==> src/rtl/dmac_ch_engine.sv <==
// dmac_ch_engine: per-channel DMA transfer engine acting as an AHB-Lite master.
// Picks a requesting channel round-robin, then moves one 32-bit word at a time as
// a single read followed by a single write.
// Ports:
//   HCLK, HRESETn                clock, synchronous active-low reset
//   ch_en/ch_target/ch_size      per-channel enable, direction, word count (slice i = channel i)
//   ch_sour/ch_dest              per-channel source / destination byte addresses
//   HADDR_M..HWDATA_M            AHB-Lite master address/control/write data (registered)
//   HRDATA_M, HREADY_M           AHB-Lite read data and ready from the slave
//   ch_done                      one-cycle completion pulse per channel
//   busy, cur_ch                 engine active flag and granted channel index
module dmac_ch_engine #(
    parameter int unsigned NCH = 4,
    parameter int unsigned SZW = 10
) (
    input  logic                                  HCLK,
    input  logic                                  HRESETn,
    input  logic [NCH-1:0]                        ch_en,
    input  logic [NCH-1:0]                        ch_target,
    input  logic [NCH*SZW-1:0]                    ch_size,
    input  logic [NCH*32-1:0]                     ch_sour,
    input  logic [NCH*32-1:0]                     ch_dest,
    output logic [31:0]                           HADDR_M,
    output logic [1:0]                            HTRANS_M,
    output logic                                  HWRITE_M,
    output logic [2:0]                            HSIZE_M,
    output logic [31:0]                           HWDATA_M,
    input  logic [31:0]                           HRDATA_M,
    input  logic                                  HREADY_M,
    output logic [NCH-1:0]                        ch_done,
    output logic                                  busy,
    output logic [((NCH > 1) ? $clog2(NCH) : 1)-1:0] cur_ch
);

    localparam int unsigned CHW = (NCH > 1) ? $clog2(NCH) : 1;
    localparam int unsigned AW  = 32;
    localparam logic [1:0]  TR_IDLE   = 2'b00;
    localparam logic [1:0]  TR_NONSEQ = 2'b10;

    typedef enum logic [2:0] {
        S_IDLE, S_RD_A, S_RD_D, S_WR_A, S_WR_D, S_DONE
    } state_e;

    state_e             state_q, state_d;
    logic [CHW-1:0]     rr_ptr_q, rr_ptr_d;
    logic [CHW-1:0]     cur_ch_q, cur_ch_d;
    logic [SZW-1:0]     size_q, size_d;
    logic [SZW-1:0]     word_cnt_q, word_cnt_d;
    logic [AW-1:0]      src_q, src_d;
    logic [AW-1:0]      dst_q, dst_d;
    logic               tgt_q, tgt_d;
    logic [31:0]        data_buf_q, data_buf_d;
    logic [NCH-1:0]     done_flag_q, done_flag_d;
    logic [NCH-1:0]     done_set;
    logic [AW-1:0]      haddr_q, haddr_d;
    logic [1:0]         htrans_q, htrans_d;
    logic               hwrite_q, hwrite_d;
    logic [31:0]        hwdata_q, hwdata_d;
    logic [NCH-1:0]     ch_done_q, ch_done_d;
    logic               busy_q, busy_d;

    logic [NCH-1:0]     req;
    logic               grant_vld;
    logic [CHW-1:0]     grant_idx;
    logic [31:0]        pos;

    // Round-robin search upward from rr_ptr; scanning downward lets the nearest hit win.
    always_comb begin
        req       = ch_en & ~done_flag_q;
        grant_vld = 1'b0;
        grant_idx = '0;
        pos       = '0;
        for (int k = NCH - 1; k >= 0; k--) begin
            pos = (32'(rr_ptr_q) + 32'(k)) % 32'(NCH);
            if (req[pos[CHW-1:0]]) begin
                grant_vld = 1'b1;
                grant_idx = pos[CHW-1:0];
            end
        end
    end

    // Next-state logic; bus outputs are derived from the next state so they register in step with it.
    always_comb begin
        state_d    = state_q;
        rr_ptr_d   = rr_ptr_q;
        cur_ch_d   = cur_ch_q;
        size_d     = size_q;
        word_cnt_d = word_cnt_q;
        src_d      = src_q;
        dst_d      = dst_q;
        tgt_d      = tgt_q;
        data_buf_d = data_buf_q;
        done_set   = '0;

        case (state_q)
            S_IDLE: begin
                if (grant_vld) begin
                    cur_ch_d   = grant_idx;
                    rr_ptr_d   = (32'(grant_idx) == NCH - 1) ? '0 : grant_idx + 1'b1;
                    size_d     = ch_size[32'(grant_idx) * SZW +: SZW];
                    src_d      = ch_sour[32'(grant_idx) * 32 +: 32];
                    dst_d      = ch_dest[32'(grant_idx) * 32 +: 32];
                    tgt_d      = ch_target[grant_idx];
                    word_cnt_d = '0;
                    state_d    = (size_d == '0) ? S_DONE : S_RD_A;
                end
            end
            S_RD_A: if (HREADY_M) state_d = S_RD_D;
            S_RD_D: begin
                if (HREADY_M) begin
                    data_buf_d = HRDATA_M;
                    state_d    = S_WR_A;
                end
            end
            S_WR_A: if (HREADY_M) state_d = S_WR_D;
            S_WR_D: begin
                if (HREADY_M) begin
                    word_cnt_d = word_cnt_q + 1'b1;
                    if (tgt_q) dst_d = dst_q + 32'd4;
                    else       src_d = src_q + 32'd4;
                    // Enable drop only aborts between words; completion takes priority.
                    if (word_cnt_d == size_q)  state_d = S_DONE;
                    else if (!ch_en[cur_ch_q]) state_d = S_IDLE;
                    else                       state_d = S_RD_A;
                end
            end
            S_DONE: begin
                done_set[cur_ch_q] = 1'b1;
                state_d            = S_IDLE;
            end
            default: state_d = S_IDLE;
        endcase

        // A cleared enable forgets completion so the channel can be rerun.
        done_flag_d = ch_en & (done_flag_q | done_set);

        htrans_d  = (state_d == S_RD_A || state_d == S_WR_A) ? TR_NONSEQ : TR_IDLE;
        hwrite_d  = (state_d == S_WR_A || state_d == S_WR_D);
        haddr_d   = haddr_q;
        if (state_d == S_RD_A) haddr_d = src_d;
        if (state_d == S_WR_A) haddr_d = dst_d;
        hwdata_d  = hwdata_q;
        if (state_d == S_WR_A) hwdata_d = data_buf_d;
        busy_d    = (state_d != S_IDLE);
        ch_done_d = '0;
        if (state_d == S_DONE) ch_done_d[cur_ch_d] = 1'b1;
    end

    // State and output registers.
    always_ff @(posedge HCLK) begin
        if (!HRESETn) begin
            state_q     <= S_IDLE;
            rr_ptr_q    <= '0;
            cur_ch_q    <= '0;
            size_q      <= '0;
            word_cnt_q  <= '0;
            src_q       <= '0;
            dst_q       <= '0;
            tgt_q       <= 1'b0;
            data_buf_q  <= '0;
            done_flag_q <= '0;
            haddr_q     <= '0;
            htrans_q    <= TR_IDLE;
            hwrite_q    <= 1'b0;
            hwdata_q    <= '0;
            ch_done_q   <= '0;
            busy_q      <= 1'b0;
        end else begin
            state_q     <= state_d;
            rr_ptr_q    <= rr_ptr_d;
            cur_ch_q    <= cur_ch_d;
            size_q      <= size_d;
            word_cnt_q  <= word_cnt_d;
            src_q       <= src_d;
            dst_q       <= dst_d;
            tgt_q       <= tgt_d;
            data_buf_q  <= data_buf_d;
            done_flag_q <= done_flag_d;
            haddr_q     <= haddr_d;
            htrans_q    <= htrans_d;
            hwrite_q    <= hwrite_d;
            hwdata_q    <= hwdata_d;
            ch_done_q   <= ch_done_d;
            busy_q      <= busy_d;
        end
    end

    assign HADDR_M  = haddr_q;
    assign HTRANS_M = htrans_q;
    assign HWRITE_M = hwrite_q;
    assign HSIZE_M  = 3'b010;
    assign HWDATA_M = hwdata_q;
    assign ch_done  = ch_done_q;
    assign busy     = busy_q;
    assign cur_ch   = cur_ch_q;

endmodule
==> config.mk <==
export PLATFORM = sky130hd
export DESIGN_NAME = dmac_ch_engine
export DESIGN_NICKNAME = d
export VERILOG_FILES = /design/src/rtl/dmac_ch_engine.sv
export SDC_FILE = /design/constraint.sdc
export NUM_CORES = 1
export LEC_CHECK = 0
export ABC_AREA = 1
export BUFFER_PORTS_ARGS = -buffer_cell sky130_fd_sc_hd__buf_2
export CAP_MARGIN = 20
export CELL_PAD_IN_SITES_DETAIL_PLACEMENT = 0
export CELL_PAD_IN_SITES_GLOBAL_PLACEMENT = 1
export CORE_AREA = 5 5 137 269
export DETAILED_ROUTE_END_ITERATION = 7
export DIE_AREA = 0 0 142 274
export GPL_ROUTABILITY_DRIVEN = 0
export HOLD_SLACK_MARGIN = 0.05
export MAX_ROUTING_LAYER = met4
export PLACE_DENSITY = 0.91
export SYNTH_ARGS = -nofsm -noshare
export SYNTH_HDL_FRONTEND = slang
export SYNTH_SLANG_ARGS = --single-unit
==> constraint.sdc <==
create_clock -name HCLK -period 5.8 [get_ports HCLK]
set_input_delay 0.87 -clock HCLK [delete_from_list [all_inputs] [get_ports HCLK]]
set_output_delay 0.87 -clock HCLK [all_outputs]
set_load 0.02 [all_outputs]
# Yosys cells after proc, flatten, opt, wreduce, memory -nomap -nowiden
# Index checks and enable logic that the tools add are counted.
[totals]
out_inout_bits = 77
ff_bits = 200
input_bits = 339
wordCells = 118
[op_classes]
multipliers = 1
n_bitwise = 4
addsub = 7
eq_ne = 13
shifts = 3
order_cmp = 9
reduce_logical = 12
muxes = 53
[op_table]
columns = ["op", "n"]
rows = [
  ["2-to-1 mux 32 bit", 10],
  ["variable part select 128 x 8 -> 32 bit", 2],
  ["case mux 32 bit (2 select lines)", 2],
  ["adder 32 x 3 -> 32 bit (second input constant)", 2],
  ["variable part select 40 x 7 -> 10 bit", 1],
  ["less-than comparator 2 x 3 -> 1 bit (second input constant)", 7],
  ["2-to-1 mux 3 bit", 7],
  ["2-to-1 mux 10 bit", 2],
  ["case mux 10 bit (2 select lines)", 1],
  ["2-to-1 mux 2 bit", 8],
  ["case mux 3 bit (5 select lines)", 1],
  ["2-to-1 mux 1 bit", 13],
  ["binary-select mux 1 bit (select 2 bit)", 6],
  ["== test 3 bit (second input constant)", 4],
  ["adder 10 x 1 -> 10 bit (second input constant)", 1],
  ["== test 10 bit", 1],
  ["zero test 10 bit", 1],
  ["== test 3 x 2 -> 1 bit (second input constant)", 3],
  ["AND 4 bit", 2],
  ["== test 3 x 1 -> 1 bit (second input constant)", 2],
  ["multiplier 2 x 3 -> 5 bit (second input constant)", 1],
  ["adder 2 x 1 -> 2 bit (second input constant)", 2],
  ["adder 2 bit (second input constant)", 2],
  ["demux 1 bit (select 2 bit)", 2],
  ["other kinds (13)", 19],
]

# Depth between registers and ports, before layout
# Gate-level depths: netlist (run 1).
[depth]
ltp_word = 17
mapped_depth = 23
mapped_depth_nobuf = 21

# Worst setup path before layout (run 1)
# OpenSTA, ideal clock, no wires.
[synth_timing]
kind = "input port to flip-flop"
from = "input HREADY_M"
to = "register dst_q[31]"
required_time_ns = 5.672
n_path_buf = 2
stages = 15
setup_slack_ns = 3.038
t_arrival_ns = 2.635
setup_ns = 0.128
cell_sequence = "buf_2 -> nand2_1 -> buf_2 -> inv_1 -> nand3_1 -> nor4_1 -> nand2_1 -> nor3_1 -> nand3_1 -> nor2_1 -> nand3_1 -> nand3_1 -> nand2_1 -> a21oi_1 -> nor2_1"
[synth_via]
elab_chain_cells = 2
[synth_rtl]
columns = ["item", "line_no", "rtl"]
rows = [
  ["start, declared", "29", "input logic HREADY_M,"],
  ["2-to-1 mux 32 bit", "117", "if (HREADY_M) begin"],
  ["case mux 32 bit (2 select lines)", "95", "case (state_q)"],
  ["end signal, assigned", "175", "dst_q <= dst_d;"],
  ["end, declared", "50", "logic [AW-1:0] dst_q, dst_d;"],
]
# Every way passes these cells.
# A chain may end at the register's enable or synchronous reset.

# Final worst setup path (run 1)
[layout_timing]
from = "register state_q[1]"
to = "register hwdata_q[10] (netlist: HWDATA_M[10])"
[layout_via]
elab_chain_cells = 3
word_cells_on_any_way = 13
classes_between = "eq/ne (5); mux (7); reduce/logical (1)"
[layout_rtl]
columns = ["item", "line_no", "rtl"]
rows = [
  ["start, declared", "44", "state_e state_q, state_d;"],
  ["start signal, assigned", "169", "state_q <= state_d;"],
  ["== test 3 bit, or another cell as far along", "95", ""],
  ["case mux 3 bit (5 select lines)", "95", ""],
  ["== test 3 x 2 -> 1 bit", "143", "if (state_d == S_WR_A) hwdata_d = data_buf_d;"],
  ["end signal, assigned", "182", "hwdata_q <= hwdata_d;"],
  ["end, declared", "58", "logic [31:0] hwdata_q, hwdata_d;"],
]
# Several ways; a longest one is shown, not always the timed one.

==> results.sh, run 1 <==
export IMPL_grt_pass1_wl_um=80800
export IMPL_cts_tree="built"
export IMPL_worstSkewPairLatency_ns=0.47
export IMPL_drt_vias_per_instance=5.24
export IMPL_r2r_slack_ns=1.32
export IMPL_cts_buffers=17
export IMPL_drc=0
export IMPL_setup_worst_path_class="reg -> reg"
export IMPL_routed_wl_um=54300
export IMPL_synthTopCellsByArea="dfxtp_1, nand2_1, nand3_1"
export IMPL_setup_tns_ns=0
export IMPL_synth_seq_cells=199
export IMPL_grt_use_total=0.276
export IMPL_io_buffers=411
export IMPL_cts_setup_buffers=0
export IMPL_synthCells=2130
export IMPL_min_path_type="reg -> reg"
export IMPL_num_rows=96
export IMPL_cap_violations=0
export IMPL_yosys_most_used_dff="dfxtp_1"
export IMPL_detailed_place_area_um2=15100
export IMPL_drt_iter0_drc=1199
export IMPL_ctsLongestPathBuffers=2
export IMPL_dr_pass1_iters=6
export IMPL_clk_pin_slew_ns=0.08
export IMPL_gr_total_overflow=0
export IMPL_synth_adder_area_share=0.00290
export IMPL_synth_top_area_share=0.308
export IMPL_synth_edf_count=0
export IMPL_cp_max_fo=47
export IMPL_drt_wirelength_per_cell_um=18.6
export IMPL_ys_types=48
export IMPL_skew_ns=0.0113
export IMPL_io_pins=416
export IMPL_synth_compound_area_frac=0.108
export IMPL_layout_nets=2801
export IMPL_grt_max_degree=107
export IMPL_synth_simple_gate_area_share=0.415
export IMPL_htreeDepth=4
export IMPL_rsz0062_at_grt="no"
export IMPL_crit_path_start="state_q[1]"
export IMPL_die_h_um=274
export IMPL_ctsResizeCount=0
export IMPL_drtAntennaViolNets=0
export IMPL_synth_xor_area_frac=0.0169
export IMPL_syn_avg_cell_area_um2=6.07
export IMPL_core_area_um2=34400
export IMPL_vias=15265
export IMPL_period_needed_ns=4.48
export IMPL_power_density_nw_per_um2=608
export IMPL_grt_pass1_vias=14687
export IMPL_syn_area_um2=12900
export IMPL_die_area_um2=38900
export IMPL_synth_top_cell_by_area="dfxtp_1"
export IMPL_syn2layout_area_growth_pct=21.7
export IMPL_yosysWarnings=0
export IMPL_synthMuxAreaShare=0.0248
export IMPL_drive_gt1_frac=0.208
export IMPL_finalHoldViolations=0
export IMPL_root_buffer="clkbuf_16"
export IMPL_antenna_found_initial=2
export IMPL_stdcell_area_um2=15700
export IMPL_dieWidth_um=142
export IMPL_p_leak_nw=8.09
export IMPL_slew_headroom=0.272
export IMPL_synth_yosys_seq_area_share=0.308
export IMPL_crit_arrival_ns=4.87
export IMPL_hp_start="HADDR_M[20]"
export IMPL_r2r_start="state_q[1]"
export IMPL_cts_sinks=199
export IMPL_post_dp_hpwl_um=42700
export IMPL_start_kind="flip-flop"
export IMPL_status="completed"
export IMPL_setup_viol=0
export IMPL_slew_violations=0
export IMPL_postLayoutCoreUtil=0.458
export IMPL_start_util=0.376
export IMPL_synth_top_family_by_area="simple AND/OR/NAND/NOR gates"
export IMPL_fin_crit_sh=0.773
export IMPL_async_flop_share=0
export IMPL_critPathCaptureType="flip-flop"
export IMPL_max_freq_mhz=223
export IMPL_max_slew_worst_pin_slew_ns=1.09
export IMPL_worstPathRequired_ns=6.19
export IMPL_ir_drop_mv=0.429
export IMPL_holdBufCountCts=0
## power breakdown
| group | internal, mW | switching, mW |
|---|---|---|
| Combinational | 1.80 | 4.47 |
| Clock | 0.595 | 0.654 |
| Sequential | 1.74 | 0.318 |
| Total | 4.14 | 5.44 |
## worst max-delay path: stages, from the launching register on
cell and delay [ns]:
dfxtp_1 0.36, nor2_1 0.10, buf_4 0.21, inv_1 0.33
nor2_2 0.17, buf_4 0.42, inv_1 0.40, nor2_1 0.78
nand2_1 0.29, a21oi_4 0.54, buf_4 0.50, nor2_1 0.08
a211oi_1 0.19
## synth_stat cells (2+ instances only)
master     count
nand3_2        3
nand2_2        4
or2_2         28
and3_1         3
ha_1           3
conb_1         2
nor2_2         4
o2111ai_1      2
a211oi_1      33
clkbuf_2       2
nor4_1         5
nand4_1       36
nor3_1        30
a31oi_1        4
nand3b_1       5
nand3_1      248
inv_2          4
or2_1          2
clkinv_1       2
o22ai_1       11
xnor2_1        8
inv_1        253
xor2_1        17
nor2_1       252
buf_1         15
nand2_1      633
o21ai_1       23
buf_6          5
mux2i_1       32
nand3_4        3
buf_2         44
o211ai_1      45
a21oi_1       35
clkbuf_1      35
o21ai_0       69
dfxtp_1      199
buf_4         20
## layout make-up
cell class / count / area (µm²)
fillers: 3733 / 18600
well taps: 441 / 552
multi-input cells: 1552 / 7370
diodes: 2 / 5.00
inverters: 260 / 980
flip-flops and latches: 199 / 3980
clock inverters: 15 / 195
repair buffers: 429 / 2220
clock buffers: 17 / 425
## state kept, by name, indices dropped and copies added, names as in the netlist
signal,cells
HADDR_M,32
HTRANS_M,1
HWDATA_M,32
HWRITE_M,1
busy,1
ch_done,4
cur_ch,2
data_buf_q,32
done_flag_q,4
dst_q,32
rr_ptr_q,2
size_q,10
src_q,32
state_q,3
tgt_q,1
word_cnt_q,10
## metal layers
metal	global-route usage	share of wire	up-vias
met5	-	0	-
met3	0.0438	0.068	147
met4	0.179	0.074	0
met1	0.280	0.35	6937
li1	-	-	7474
met2	0.486	0.51	707
## cell usage in the layout, fill, tap and decap left out, drive strengths merged, types with 2 or more instances in the layout
cell type and instances:
conb 4, a21oi 35, nand3 254, nor4 5
o21ai 92, diode 2, dfxtp 199, or2 30
nor2 256, xor2 17, a211oi 33, and3 3
mux2i 32, clkinv 9, a31oi 4, o211ai 45
ha 3, o22ai 11, nand4 36, nor3 30
nand2 638, nand3b 5, xnor2 8, buf 429
inv 266, o2111ai 2, clkbuf 17
## path summary, 6_finish.rpt
check	end	depth (start not counted)
max	HWDATA_M[10]	12
min reg2reg	HADDR_M[20]	2
max reg2reg	HWDATA_M[10]	12
min	HADDR_M[20]	2
## metrics by stage
stage | hold slack, ns | worst slack (ns) | power (mW) | cells
final | 0.465 | 1.32 | 9.58 | 2915
after global routing | 0.502 | 0.883 | 10.3 | 2915
after CTS | 0.469 | 1.37 | 9.58 | 2913
after detailed placement | 0.456 | 1.38 | 8.31 | 2881
after global placement | 0.453 | 1.42 | 8.19 | 2880
after floorplan | 0.450 | 3.04 | 6.35 | 2132
## cell families after synthesis
group                    after synthesis
AO/OA/AOI/OAI                        230
XOR/XNOR                              25
adder cells (fa/ha/maj)                3
buffers and inverters                381
flip-flops                           199
multiplexers                          32
other                                  2
AND/OR/NAND/NOR                     1258
Note: power is estimated with default switching activity, not from simulation.
==> run 2, diff against run 1 <==
CORE_AREA = 5 5 142 280   (was 5 5 137 269)
DIE_AREA = 0 0 147 285   (was 0 0 142 274)
PLACE_DENSITY = 0.85   (was 0.91)
clock period = 4.39 ns   (was 5.8 ns; I/O delays follow)
==> run 2 against run 1 <==
Against the previous run: critical path depth up 5; wire length up 2.6%; design area increased by 0.44%; sequential power is 32% higher; setup slack got worse by 0.64 ns; first-iteration DRC count decreased by 16%; global-route usage is 1.3 points lower; clock skew down 0.0020 ns; clock power increased by 26%; die area up 7.7%; register-to-register slack lost 0.64 ns; critical path type unchanged.
==> results.sh, run 2 (synthesis gave the netlist of run 1 again) <==
export IMPL_status="completed"
export IMPL_critPathCaptureType="flip-flop"
export IMPL_max_slew_worst_pin_slew_ns=1.02
export IMPL_crit_path_start="rr_ptr_q[0]"
export IMPL_p_clk_frac=0.125
export IMPL_num_rows=100
export IMPL_r2r_end="HADDR_M[0]"
export IMPL_syn2layout_area_growth_pct=22.2
export IMPL_slew_headroom=0.321
export IMPL_antenna_found_initial=2
export IMPL_layout_nets=2812
export IMPL_worstSkewPairLatency_ns=0.46
export IMPL_grt_pass1_vias=14722
export IMPL_netSwitchingFraction=0.561
export IMPL_combPwrFrac=0.661
export IMPL_drtAntennaViolNets=0
export IMPL_fin_hold_ws_ns=0.454
export IMPL_worst_path_stages=17
export IMPL_cap_violations=0
export IMPL_ctsResizeCount=0
export IMPL_finalHoldViolations=0
export IMPL_root_buffer="clkbuf_16"
export IMPL_start_util=0.348
export IMPL_drt_iter0_drc=1002
export IMPL_path_common_cell="nand2_1"
export IMPL_gr_total_overflow=0
export IMPL_dr_pass1_iters=6
export IMPL_drc=0
export IMPL_fin_cells=2945
export IMPL_min_path_type="in -> reg"
export IMPL_cts_tree="built"
export IMPL_clk_pin_slew_ns=0.08
export IMPL_die_h_um=285
export IMPL_n_fill_cell=4064
export IMPL_skew_ns=0.00930
export IMPL_core_area_um2=37200
export IMPL_rsz0062_at_grt="no"
export IMPL_critical_path_buf_inv_count=1
export IMPL_cp_max_fo=79
export IMPL_holdBufCountCts=0
export IMPL_power_density_nw_per_um2=800
export IMPL_post_dp_hpwl_um=44500
export IMPL_worstPathRequired_ns=4.74
export IMPL_grt_max_degree=89
export IMPL_final_cell_mix="nand2_1, buf_2, inv_1"
export IMPL_grt_pass1_wl_um=83200
export IMPL_io_pins=416
export IMPL_p_seq_frac=0.214
export IMPL_setup_tns_ns=0
export IMPL_drt_vias_per_instance=5.17
export IMPL_htreeDepth=4
export IMPL_drive_gt1_frac=0.212
export IMPL_period_needed_ns=3.71
export IMPL_worst_r2r_cell_count=17
export IMPL_setup_viol=0
export IMPL_crit_arrival_ns=4.06
export IMPL_start_kind="flip-flop"
export IMPL_die_area_um2=41900
export IMPL_cp_slowest_cell="nand2_4"
export IMPL_postLayoutCoreUtil=0.425
export IMPL_cts_buffers=17
export IMPL_hp_start="HRDATA_M[13]"
export IMPL_drt_wirelength_per_cell_um=18.9
export IMPL_fin_crit_sh=0.844
export IMPL_dieWidth_um=147
export IMPL_setup_worst_path_class="reg -> reg"
export IMPL_cpLargestDelayFamily="simple AND/OR/NAND/NOR gates"
export IMPL_vias=15233
export IMPL_ctsLongestPathBuffers=2
export IMPL_cts_sinks=199
export IMPL_p_leak_nw=8.13
export IMPL_r2r_start="rr_ptr_q[0]"
export IMPL_cts_setup_buffers=0
export IMPL_routed_wl_um=55700
export IMPL_r2r_slack_ns=0.68
export IMPL_slew_violations=0
export IMPL_max_freq_mhz=270
export IMPL_io_buffers=411
export IMPL_ir_drop_mv=0.393
export IMPL_power_switching_mw=7.10
export IMPL_cpPeakStageDelay_ns=0.63
export IMPL_cp_cell_sequence="nand3_1, nand2_1, nand2_1, nand2_1, inv_2, nand2_2, nand3_4, nand2_4, nand2_1, nand3_1, nand2_1, nand2_1, nor2_1, nand3_2, nand3_4, o21ai_1, nor2_1"
export IMPL_grt_use_total=0.263
export IMPL_dp_cells=2910
export IMPL_final_common_cell="nand2_1"
export IMPL_crit_end="HADDR_M[0]"
export IMPL_power_mw=12.6
export IMPL_p_int_mw=5.55
-- run 2: cell types whose count changed in the layout (fill, tap and decap cells not counted), sizes merged --
cell,delta
buf,+11
clkinv,-2
clkbuf,+1
clkinvlp,+1
diode,+1
-- run 2: area by class of cell --
cell class,count,area [µm²],area share
multi-input combinational,1552,7370,0.466
timing repair buffer,440,2300,0.145
inverter,260,980,0.0620
clock inverter,14,150,0.00950
sequential,199,3980,0.252
tap,459,574,0.0363
clock buffer,18,439,0.0278
antenna,3,7.51,0.000475
-- run 2: worst min-delay path by stage --
stage / slack [ns] / end / depth (start not counted)
after global routing: 0.45 / data_buf_q[30] / 3
final: 0.45 / data_buf_q[13] / 3
after detailed placement: 0.46 / HADDR_M[20] / 2
after floorplan: 0.45 / done_flag_q[3] / 2
after global placement: 0.46 / HADDR_M[20] / 2
after CTS: 0.43 / data_buf_q[13] / 3
-- run 2: worst min-delay path: stages --
cell and delay (ns):
buf_2 0.07, mux2i_1 0.06, nor2_1 0.08
-- run 2: power by group through the flow --
stage               sequential [mW]  clock [mW]  combinational [mW]
floorplan                      2.86           0                5.53
global placement               2.72           0                8.31
detailed placement             2.73           0                8.41
CTS                            2.70        1.63                8.43
global route                   2.76        1.70                9.21
finish                         2.71        1.58                8.36
-- run 2: metrics by stage --
stage,instance area (µm²),worst slack [ns]
6_report,15800,0.683
5_1_grt,15800,0.249
4_1_cts,15800,0.714
3_5_place_dp,15200,0.559
3_3_place_gp,15200,0.727
2_1_floorplan,12900,1.84
-- run 2: layer usage --
| layer | wire length [µm] | vias to the layer above | global-route usage |
|---|---|---|---|
| met1 | 19500 | 6943 | 0.263 |
| met5 | 0 | - | - |
| li1 | - | 7513 | - |
| met4 | 3990 | 0 | 0.165 |
| met2 | 29000 | 634 | 0.477 |
| met3 | 3270 | 143 | 0.0361 |
==> run 3, diff against run 2 <==
clock period = 3.6 ns   (was 4.39 ns; I/O delays follow)
==> run 3 against run 2 <==
Against the previous run: die area is the same; sequential power grew 23%; first-iteration DRC count shrank 14%; total power is 24% higher; design area grew 0.76%; clock power grew 22%; maximum frequency is 15% higher; global-route usage rose by 0.62 points; setup slack got worse by 0.30 ns; wire length up 2.2%; combinational power rose by 24%; core utilization grew 0.32 points; largest power group unchanged; highest routed layer unchanged.
==> results.sh, run 3 (synthesis gave the netlist of run 1 again) <==
export IMPL_routed_wl_um=56900
export IMPL_slew_headroom=0.523
export IMPL_antenna_found_initial=1
export IMPL_whs_path_depth=3
export IMPL_grt_pass1_vias=15078
export IMPL_p_int_mw=6.86
export IMPL_dr_pass1_iters=8
export IMPL_cts_setup_buffers=0
export IMPL_netSwitchingFraction=0.561
export IMPL_cpLargestDelayFamily="simple AND/OR/NAND/NOR gates"
export IMPL_cp_cell_sequence="inv_4, nand3_1, nand2_1, nand2_1, nand2_1, nand2_1, nand2_1, nand2_1, nand2_2, inv_2, buf_12, o21ai_0, o22ai_1, nand2_1, nand3_1, nand2_1, nand2_1, nor2_1, nor2_1"
export IMPL_drt_vias_per_instance=5.17
export IMPL_final_common_cell="nand2_1"
export IMPL_worstPathRequired_ns=4.00
export IMPL_power_switching_mw=8.76
export IMPL_crit_arrival_ns=3.61
export IMPL_clk_pin_slew_ns=0.08
export IMPL_grt_max_degree=82
export IMPL_drt_wirelength_per_cell_um=19.3
export IMPL_worst_r2r_cell_count=19
export IMPL_max_freq_mhz=311
export IMPL_drt_iter0_drc=865
export IMPL_drtAntennaViolNets=0
export IMPL_die_h_um=285
export IMPL_htreeDepth=4
export IMPL_cts_buffers=17
export IMPL_p_leak_nw=8.20
export IMPL_grt_use_total=0.269
export IMPL_setup_viol=0
export IMPL_finalHoldViolations=0
export IMPL_fin_crit_sh=0.894
export IMPL_wl_met3_um=3180
export IMPL_die_area_um2=41900
export IMPL_max_slew_worst_pin_slew_ns=0.716
export IMPL_routed_top_layer="met4"
export IMPL_worst_slack_ns=0.382
export IMPL_root_buffer="clkbuf_16"
export IMPL_combPwrFrac=0.664
export IMPL_io_buffers=411
export IMPL_worstSkewPairLatency_ns=0.46
export IMPL_drc=0
export IMPL_power_density_nw_per_um2=981
export IMPL_met1_length_um=19900
export IMPL_power_mw=15.6
export IMPL_p_seq_frac=0.213
export IMPL_start_util=0.348
export IMPL_rsz0062_at_grt="no"
export IMPL_period_needed_ns=3.22
export IMPL_worst_path_stages=19
export IMPL_core_area_um2=37200
export IMPL_fin_hold_ws_ns=0.331
export IMPL_gr_total_overflow=0
export IMPL_ctsLongestPathBuffers=2
export IMPL_final_cell_mix="nand2_1, buf_2, inv_1"
export IMPL_cts_tree="built"
export IMPL_setup_tns_ns=0
export IMPL_p_clk_frac=0.123
export IMPL_critical_path_buf_inv_count=3
export IMPL_cts_sinks=199
export IMPL_num_rows=100
export IMPL_ir_drop_mv=0.588
export IMPL_path_common_cell="nand2_1"
export IMPL_dieWidth_um=147
export IMPL_met2WireLength_um=30200
export IMPL_cpPeakStageDelay_ns=0.59
export IMPL_holdBufCountCts=0
export IMPL_vias=15244
export IMPL_grt_pass1_wl_um=85200
export IMPL_min_path_type="in -> reg"
export IMPL_skew_ns=0.00920
export IMPL_io_pins=416
export IMPL_layout_nets=2820
export IMPL_critPathCaptureType="flip-flop"
export IMPL_setup_worst_path_class="reg -> reg"
export IMPL_status="completed"
export IMPL_cap_violations=0
export IMPL_drive_gt1_frac=0.214
export IMPL_dp_slack_ns=0.369
export IMPL_start_kind="flip-flop"
export IMPL_ctsResizeCount=0
export IMPL_post_dp_hpwl_um=45400
export IMPL_cp_max_fo=45
export IMPL_cp_slowest_cell="dfxtp_1"
export IMPL_syn2layout_area_growth_pct=23.2
export IMPL_slew_violations=0
[run 3: cell types whose count changed in the layout (fill, tap and decap cells not counted), sizes merged]
cell      previous run  this run
diode                3         1
clkinvlp             1         0
buf                440       448
inv                266       267
clkbuf              18        17
clkinv               7         8
[run 3: per-stage QoR]
step	utilization	cell area, µm²	std cells
2_1_floorplan	-	12900	2132
3_3_place_gp	0.413	15300	2918
3_5_place_dp	0.413	15300	2918
4_1_cts	0.429	15900	2950
5_1_grt	0.429	15900	2951
6_report	0.429	15900	2951
[run 3: worst reg2reg max path: stages (launching register included)]
cell	delay (ns)
dfxtp_1	0.59
inv_4	0.12
nand3_1	0.09
nand2_1	0.08
nand2_1	0.09
nand2_1	0.06
nand2_1	0.06
nand2_1	0.05
nand2_1	0.08
nand2_2	0.18
inv_2	0.38
buf_12	0.29
o21ai_0	0.15
o22ai_1	0.22
nand2_1	0.12
nand3_1	0.17
nand2_1	0.15
nand2_1	0.12
nor2_1	0.05
nor2_1	0.10
[run 3: power groups by stage]
stage / registers [mW] / logic (mW) / clock network, mW
2_1_floorplan: 3.49 / 6.75 / 0
3_3_place_gp: 3.35 / 10.3 / 0
3_5_place_dp: 3.36 / 10.4 / 0
4_1_cts: 3.31 / 10.4 / 1.98
5_1_grt: 3.39 / 11.5 / 2.06
6_report: 3.32 / 10.4 / 1.93
[run 3: final cells by class]
cell class / count / area, µm²
Fill cell: 4047 / 21200
Tap cell: 459 / 574
Clock buffer: 17 / 425
Clock inverter: 15 / 154
Sequential cell: 199 / 3980
Antenna cell: 1 / 2.50
Multi-Input combinational cell: 1552 / 7370
Inverter: 260 / 980
Timing Repair Buffer: 448 / 2430
[run 3: layer usage]
layer / track usage / vias up
met4: 0.151 / 0
li1: - / 7526
met1: 0.271 / 6966
met3: 0.0358 / 126
met5: - / -
met2: 0.495 / 626
[run 3: path summary, 6_finish.rpt]
path                      from              to  slack [ns]
setup reg to reg   rr_ptr_q[0]     HADDR_M[17]        0.38
setup / recovery   rr_ptr_q[0]     HADDR_M[17]        0.38
hold / removal    HRDATA_M[12]  data_buf_q[12]        0.33
hold reg to reg    HADDR_M[20]     HADDR_M[20]        0.47
